**src/rtl/program_loader.sv**
```systemverilog
// Loads a RAM_BYTES program image from pins via a strobe/ack handshake into program RAM, holding the CPU in reset meanwhile.
// Optional LOADER_CHECKSUM_EN adds a trailing modulo-256 checksum byte. Latency is 3 cycles from pin strobe to the write.
module program_loader #(
    parameter int RAM_BYTES = 16,
    parameter int ADDR_W    = 4
) (
    input  logic              clk,
    input  logic              rst_n,
    input  logic              load_req,
    input  logic              strobe,
    input  logic [7:0]        data_in,
    output logic              ack,
    output logic [ADDR_W-1:0] mem_addr,
    output logic [7:0]        mem_data,
    output logic              mem_we,
    output logic              cpu_run_n,
    output logic              busy,
    output logic              done,
    output logic              err
);

    typedef enum logic [2:0] {
        IDLE, WAIT_STB, WRITE, WAIT_REL, DONE
`ifdef LOADER_CHECKSUM_EN
        , CHECK
`endif
    } state_t;

    state_t state, state_nxt;

    logic s1, s2, s3;
    logic stb_rise;
    logic ack_nxt, done_nxt, run_nxt;
    logic [ADDR_W-1:0] addr_nxt;
    logic [7:0] data_nxt;
    logic start;

`ifdef LOADER_CHECKSUM_EN
    logic [7:0] sum, sum_nxt;
    logic chk_seen, chk_seen_nxt;
    logic err_q, err_nxt;
    assign err = err_q;
`else
    assign err = 1'b0;
`endif

    // s1/s2 synchronize the pin; s3 is the previous s2 for edge detection
    always_ff @(posedge clk or negedge rst_n) begin
        if (!rst_n) begin
            s1 <= 1'b0;
            s2 <= 1'b0;
            s3 <= 1'b0;
        end else begin
            s1 <= strobe;
            s2 <= s1;
            s3 <= s2;
        end
    end

    assign stb_rise = s2 & ~s3;
    assign mem_we   = (state == WRITE);
    assign busy     = (state != IDLE) && (state != DONE);

    always_ff @(posedge clk or negedge rst_n) begin
        if (!rst_n) state <= IDLE;
        else        state <= state_nxt;
    end

    always_comb begin
        state_nxt = state;
        ack_nxt   = ack;
        done_nxt  = done;
        run_nxt   = cpu_run_n;
        addr_nxt  = mem_addr;
        data_nxt  = mem_data;
        start     = 1'b0;
`ifdef LOADER_CHECKSUM_EN
        sum_nxt      = sum;
        chk_seen_nxt = chk_seen;
        err_nxt      = err_q;
`endif
        case (state)
            IDLE: begin
                run_nxt = 1'b1;
                if (load_req) start = 1'b1;
            end
            WAIT_STB: begin
                if (stb_rise) begin
                    data_nxt  = data_in;
                    ack_nxt   = 1'b1;
                    state_nxt = WRITE;
`ifdef LOADER_CHECKSUM_EN
                    sum_nxt   = sum + data_in;
`endif
                end
            end
            WRITE: begin
                addr_nxt  = (mem_addr == ADDR_W'(RAM_BYTES - 1)) ? '0 : mem_addr + 1'b1;
                state_nxt = WAIT_REL;
            end
            WAIT_REL: begin
                if (!s2) begin
                    ack_nxt = 1'b0;
                    if (mem_addr == '0) begin
`ifdef LOADER_CHECKSUM_EN
                        if (chk_seen) begin
                            state_nxt = DONE;
                            done_nxt  = 1'b1;
                            run_nxt   = ~err_q;
                        end else begin
                            state_nxt = CHECK;
                        end
`else
                        state_nxt = DONE;
                        done_nxt  = 1'b1;
                        run_nxt   = 1'b1;
`endif
                    end else begin
                        state_nxt = WAIT_STB;
                    end
                end
            end
`ifdef LOADER_CHECKSUM_EN
            CHECK: begin
                // Checksum byte is acknowledged but never written to RAM
                if (stb_rise) begin
                    ack_nxt      = 1'b1;
                    chk_seen_nxt = 1'b1;
                    err_nxt      = (data_in != sum);
                    state_nxt    = WAIT_REL;
                end
            end
`endif
            DONE: begin
                if (load_req) start = 1'b1;
            end
            default: state_nxt = IDLE;
        endcase

        if (load_req && busy) start = 1'b1;

        if (start) begin
            state_nxt = WAIT_STB;
            addr_nxt  = '0;
            ack_nxt   = 1'b0;
            done_nxt  = 1'b0;
            run_nxt   = 1'b0;
`ifdef LOADER_CHECKSUM_EN
            sum_nxt      = '0;
            chk_seen_nxt = 1'b0;
            err_nxt      = 1'b0;
`endif
        end
    end

    always_ff @(posedge clk or negedge rst_n) begin
        if (!rst_n) begin
            ack       <= 1'b0;
            done      <= 1'b0;
            cpu_run_n <= 1'b0;
            mem_addr  <= '0;
            mem_data  <= '0;
`ifdef LOADER_CHECKSUM_EN
            sum       <= '0;
            chk_seen  <= 1'b0;
            err_q     <= 1'b0;
`endif
        end else begin
            ack       <= ack_nxt;
            done      <= done_nxt;
            cpu_run_n <= run_nxt;
            mem_addr  <= addr_nxt;
            mem_data  <= data_nxt;
`ifdef LOADER_CHECKSUM_EN
            sum       <= sum_nxt;
            chk_seen  <= chk_seen_nxt;
            err_q     <= err_nxt;
`endif
        end
    end

endmodule

```
**config.mk**
```make
export PLATFORM = sky130hd
export DESIGN_NAME = program_loader
export DESIGN_NICKNAME = d
export VERILOG_FILES = /design/src/rtl/program_loader.sv
export SDC_FILE = /design/constraint.sdc
export NUM_CORES = 1
export LEC_CHECK = 0
export ABC_AREA = 1
export CAP_MARGIN = 20
export CORE_MARGIN = 1
export CORE_UTILIZATION = 41
export DETAILED_ROUTE_END_ITERATION = 10
export HOLD_SLACK_MARGIN = 0.05
export PLACE_DENSITY_LB_ADDON = 0.12
export SLEW_MARGIN = 0
export SYNTH_ARGS = -nofsm -noshare
export SYNTH_HDL_FRONTEND = slang
export SYNTH_SLANG_ARGS = --single-unit
```
**constraint.sdc**
```tcl
create_clock -name clk -period 1.1 [get_ports clk]
set_input_delay 0.11 -clock clk [delete_from_list [all_inputs] [get_ports clk]]
set_output_delay 0.11 -clock clk [all_outputs]
set_load 0.01 [all_outputs]
```
Yosys cells after proc, flatten, opt, wreduce, memory -nomap -nowiden:

Index checks and enable logic that the tools add are counted.

* bitwise gates (word level): 2
* equality and inequality tests: 11
* reduce and logical (&&, ||, !) cells: 16
* mux-type cells: 21
* $add $sub $neg: 1

Operators by type and width (number)
* two-way mux 3 bit: 4
* two-way mux 4 bit: 3
* != test 3 bit (second input constant): 4
* case mux 3 bit (4 select lines): 1
* AND reduction 3 bit: 4
* two-way mux 1 bit: 11
* nonzero test 3 bit: 3
* == test 3 x 2 -> 1 bit (second input constant): 2
* nonzero test 2 bit: 3
* adder 4 x 1 -> 4 bit (second input constant): 1
* == test 4 bit (second input constant): 1
* logical NOT 4 bit: 1
* != test 2 x 1 -> 1 bit (second input constant): 2
* case mux 1 bit (2 select lines): 2
* == test 3 x 1 -> 1 bit (second input constant): 1
* == test 3 bit (second input constant): 1
* logical NOT 3 bit: 1
* logical AND 1 bit: 2
* AND reduction 2 bit: 1
* OR reduction 2 bit: 1
* bitwise AND 1 bit: 1
* NOT 1 bit: 1

* input port bits: 12
* output and inout bits: 18
* logic and storage cells: 60
* register bits after elaboration: 21

Longest topological paths before layout:

Gate-level depths: netlist (run 1).

* depth after elaboration: 6
* mapped depth: 8
* depth with buffers taken out: 8

Worst setup path after synthesis (run 1):

OpenSTA, ideal clock, no wires.

* path kind: reg2reg
* start: reg mem_addr[0]
* end: reg state[0]
* arrival time: 1033 ps
* slack: -62 ps
* stages on the path, launching flop included: 8
* setup time: 129 ps
* clock period less this slack: 1162 ps
* buffers on the path: 0
* data required time: 971 ps
* path through: dfrtp_1 inv_1 ha_1 nand2_1 nor2_1 nor2_1 nor2_1 o21ai_0

* word-level cells in the longest chain between the ends: 5

RTL lines
* start: declaration: RTL line 13 `output logic [ADDR_W-1:0] mem_addr,`
* start signal: assignment: RTL line 172 `mem_addr <= addr_nxt;`
* logical NOT 4 bit: RTL line 104 `if (mem_addr == '0) begin`
* two-way mux 3 bit: RTL line 104
* two-way mux 3 bit: RTL line 102 `if (!s2) begin`
* case mux 3 bit (4 select lines): RTL line 82 `case (state)`
* two-way mux 3 bit: RTL line 142 `if (start) begin`
* end signal: assignment: RTL line 66 `else state <= state_nxt;`
* end: declaration: RTL line 29 `state_t state, state_nxt;`

No other way between the ends. The select of a mux whose other input is x is not followed.
A chain may end at the register's enable or synchronous reset.

Worst setup path after layout (run 1):

* start: reg state[1]
* end: reg ack

* word-level cells in the longest chain between the ends: 6
* elaborated cells between the ends (all ways): 17
* those cells by class: eq/ne: 6; mux: 4; reduce/logical: 7

RTL lines
* == test 3 bit (tied with other cells): RTL line 82
* OR reduction 2 bit (no line) or logical AND 1 bit (tied branches)
* two-way mux 1 bit or logical AND 1 bit (tied branches)
* two-way mux 1 bit: RTL line 140 `if (load_req && busy) start = 1'b1;`
* != test 3 bit (no line) or nonzero test 3 bit (tied branches)
* AND reduction 3 bit (no line)
* end signal: assignment: RTL line 169 `ack <= ack_nxt;`
* end: declaration: RTL line 12 `output logic ack,`

Parallel ways exist; a longest one is shown, timed or not.

==> metrics.md, run 1 <==
| Metric | Value |
|---|---|
| Max Used Layer | `met4` |
| WP data required | `1.34 ns` |
| CTS Root Cell | `clkbuf_4` |
| Final Skew | `0.00262 ns` |
| Peak supply drop | `1.40 mV` |
| # rows | `17` |
| RSZ-0062 raised after global routing | `true` |
| First-iteration detailed-routing DRC count | `24` |
| Clock tree buffer depth | `2` |
| Remaining global-route overflow | `0` |
| Global-route wire length before repair | `4.22 mm` |
| Non-filler cells, final | `212` |
| FMAX | `778 MHz` |
| Gpl congestion | `0.925` |
| Vias in the first global route | `993` |
| Top-level port count | `30` |
| Vias/cell | `4.95` |
| Metal2 WL | `1.43 mm` |
| Warnings from Yosys | `0` |
| Lkg Pwr | `0.869 nW` |
| Ys async rst share | `100%` |
| Failing checks | `negative setup slack` |
| Placed cell count | `199` |
| Critical path origin | `state[1]` |
| WL final | `2.71 mm` |
| Reg2reg end | `ack` |
| Wire length on met1 | `1.15 mm` |
| Antenna diode count | `0` |
| H-tree Lvls | `1` |
| Seq/Total Area, Yosys | `50.8%` |
| Via count | `1,050` |
| Synth Area per Inst | `8.01 µm²` |
| Num CTS Buffers | `3` |
| Fin nets | `199` |
| Antenna violations before repair | `0` |
| Pin count of the biggest net entering global routing | `22` |
| Clock latency on the worst-skew pair | `0.30 ns` |
| Final Cycle Share | `117%` |
| Worst Hold Slack | `0.141 ns` |
| Post-DP HPWL | `1.77 mm` |
| RR Startpoint | `state[1]` |
| Status | `finished, violations left` |
| P&R area growth vs syn | `70.2%` |
| Post-synth top flop | `dfrtp_1` |
| Die ar. | `2730 µm²` |
| Count of final hold-check violations | `0` |
| Hold Crit Class | `in2async` |
| CTS tree | `built` |
| Clock-pin slew on the worst setup and hold paths | `0.12 ns` |
| Metal3 WL | `100 µm` |
| Post-layout util | `76.6%` |
| Post-synth EDFFs | `0` |
| End of the critical path | `ack` |
| Synthesized flop and latch total | `21` |
| Final setup viols | `20` |
| Mapped cell area | `1030 µm²` |
| P per Cell Area | `2080 nW/µm²` |
| Crit path time final | `1.29 ns` |
| Die H | `52.2 µm` |
| Maximum net fanout on the critical path | `3` |
| Initial core utilization | `45.0%` |
| WP data arrival | `1.52 ns` |
| Reg2reg path depth | `8` |
| Critical Path Source Type | `register` |
| Die W | `52.2 µm` |
| Tot Pwr | `0.00365 W` |
| Reg2reg setup slack | `-0.19 ns` |
| Syn nets | `143` |
| Max-slew violations | `0` |
| Overall Global Routing Usage | `21.2%` |
| Core Area | `2300 µm²` |
| DRT antenna net count | `0` |
| Library cells used by synthesis | `19` |
| Max Cap Viol | `0` |
| Hold Buf Count CTS | `0` |
| WL/cell | `12.8 µm` |
| Worst Setup End Kind | `register` |
| Port buffer count | `28` |
| Num Clock Sinks | `21` |
| Layout cell share with drive strength beyond 1 | `40.2%` |
| Drt pass-1 iters | `4` |
| Drc violations | `0` |
| Crit path kind | `reg2reg` |
| Post-synthesis cell count | `129` |
| Worst setup margin | `-0.185 ns` |
## synthesized netlist by cell type, types with 2 or more instances
master / number / area share [%]
nand3_1: 21 / 10
inv_2: 2 / 0.73
nand2_2: 2 / 1.2
buf_4: 2 / 1.5
ha_1: 2 / 2.4
inv_1: 14 / 5.1
a21oi_1: 2 / 0.97
nand2_1: 39 / 14
o21ai_0: 4 / 1.9
dfrtp_1: 21 / 51
nor2_1: 7 / 2.5
nor2_2: 4 / 2.4
nor3_1: 3 / 1.5
## worst min-delay path by stage
| stage | end | depth (start not counted) | slack, ns |
|---|---|---|---|
| floorplan | ack | 0 | -0.19 |
| global placement | s2 | 0 | 0.34 |
| detailed placement | s2 | 0 | 0.34 |
| CTS | state[0] | 2 | 0.15 |
| global route | cpu_run_n | 2 | 0.16 |
| finish | state[0] | 2 | 0.14 |
## flip-flops by register name, summed over array words and instances (netlist names)
register / count
mem_data: 8
done: 1
s1: 1
ack: 1
mem_addr: 4
s2: 1
s3: 1
state: 3
cpu_run_n: 1
## cell type report
cell class,instances,area (µm²)
clock inverter,1,5.00
fill,173,538
multi-input combinational,89,596
timing repair buffer,54,505
inverter,16,70.1
tap,28,35.0
clock buffer,3,22.5
sequential,21,526
## placed cells by master, fill, tap and decap left out, drive strengths merged
cell	n
nand2	41
buf	29
dfrtp	21
nand3	21
inv	16
clkdlybuf4s15	12
nor2	12
clkdlybuf4s50	11
clkbuf	5
o21ai	4
nor3	3
ha	2
a21oi	2
xor2	1
a31oi	1
nand4	1
conb	1
clkinv	1
## logic make-up (layout without fill, tap and decap cells)
| group | after synthesis | after routing | synth area share [%] |
|---|---|---|---|
| AO/OA/AOI/OAI | 7 | 7 | 3.51 |
| XOR/XNOR | 1 | 1 | 0.848 |
| adder cells (fa/ha/maj) | 2 | 2 | 2.42 |
| buffers and inverters | 19 | 74 | 8.35 |
| flip-flops | 21 | 21 | 50.8 |
| other | 1 | 1 | 0.363 |
| AND/OR/NAND/NOR | 78 | 78 | 33.7 |
## what timing repair did
item | CTS | global route
pin swaps | 15 | 4
cloned | 0 | 0
setup buffers | 6 | 3
setup endpoints to repair | 35 | 33
resized for setup | 65 | 34
## worst max-delay path, cell delays in order, from the launching register on
cell     delay [ns]
dfrtp_1        0.41
buf_6          0.12
buf_6          0.11
nor2_4         0.10
nand2_4        0.08
inv_6          0.09
buf_6          0.11
nand3_2        0.08
a21oi_2        0.12
## metrics by stage
stage | setup slack (ns) | TNS [ns] | area (µm²)
2_1_floorplan | -0.0183 | -0.0531 | 1050
3_3_place_gp | -0.198 | -2.40 | 1470
3_5_place_dp | -0.213 | -3.09 | 1470
4_1_cts | -0.139 | -1.85 | 1650
5_1_grt | -0.266 | -3.42 | 1760
6_report | -0.185 | -2.01 | 1760
## where the power goes
part           switching, W  internal [W]  leakage (nW)
logic               0.00107       0.00107         0.585
clock network      0.000233      0.000135        0.0177
registers          0.000135       0.00100         0.267
total               0.00144       0.00221         0.869
## layer usage
metal	track usage, %	up-vias
met5	0	-
li1	-	515
met4	7.89	0
met2	36.3	30
met1	27.1	503
met3	2.61	2
Power figures use the tool's default switching activity.
==> run 2, diff against run 1 <==
--- a/config.mk
+++ b/config.mk
@@ -7,7 +7,6 @@
 export LEC_CHECK = 0
 export ABC_AREA = 1
 export CAP_MARGIN = 20
-export CORE_MARGIN = 1
 export CORE_UTILIZATION = 41
 export DETAILED_ROUTE_END_ITERATION = 10
 export HOLD_SLACK_MARGIN = 0.05
@@ -16,3 +15,4 @@
 export SYNTH_ARGS = -nofsm -noshare
 export SYNTH_HDL_FRONTEND = slang
 export SYNTH_SLANG_ARGS = --single-unit
+export TNS_END_PERCENT = 100
==> results of run 2 <==
The final DEF is identical to that of run 1; final timing and power are the same.
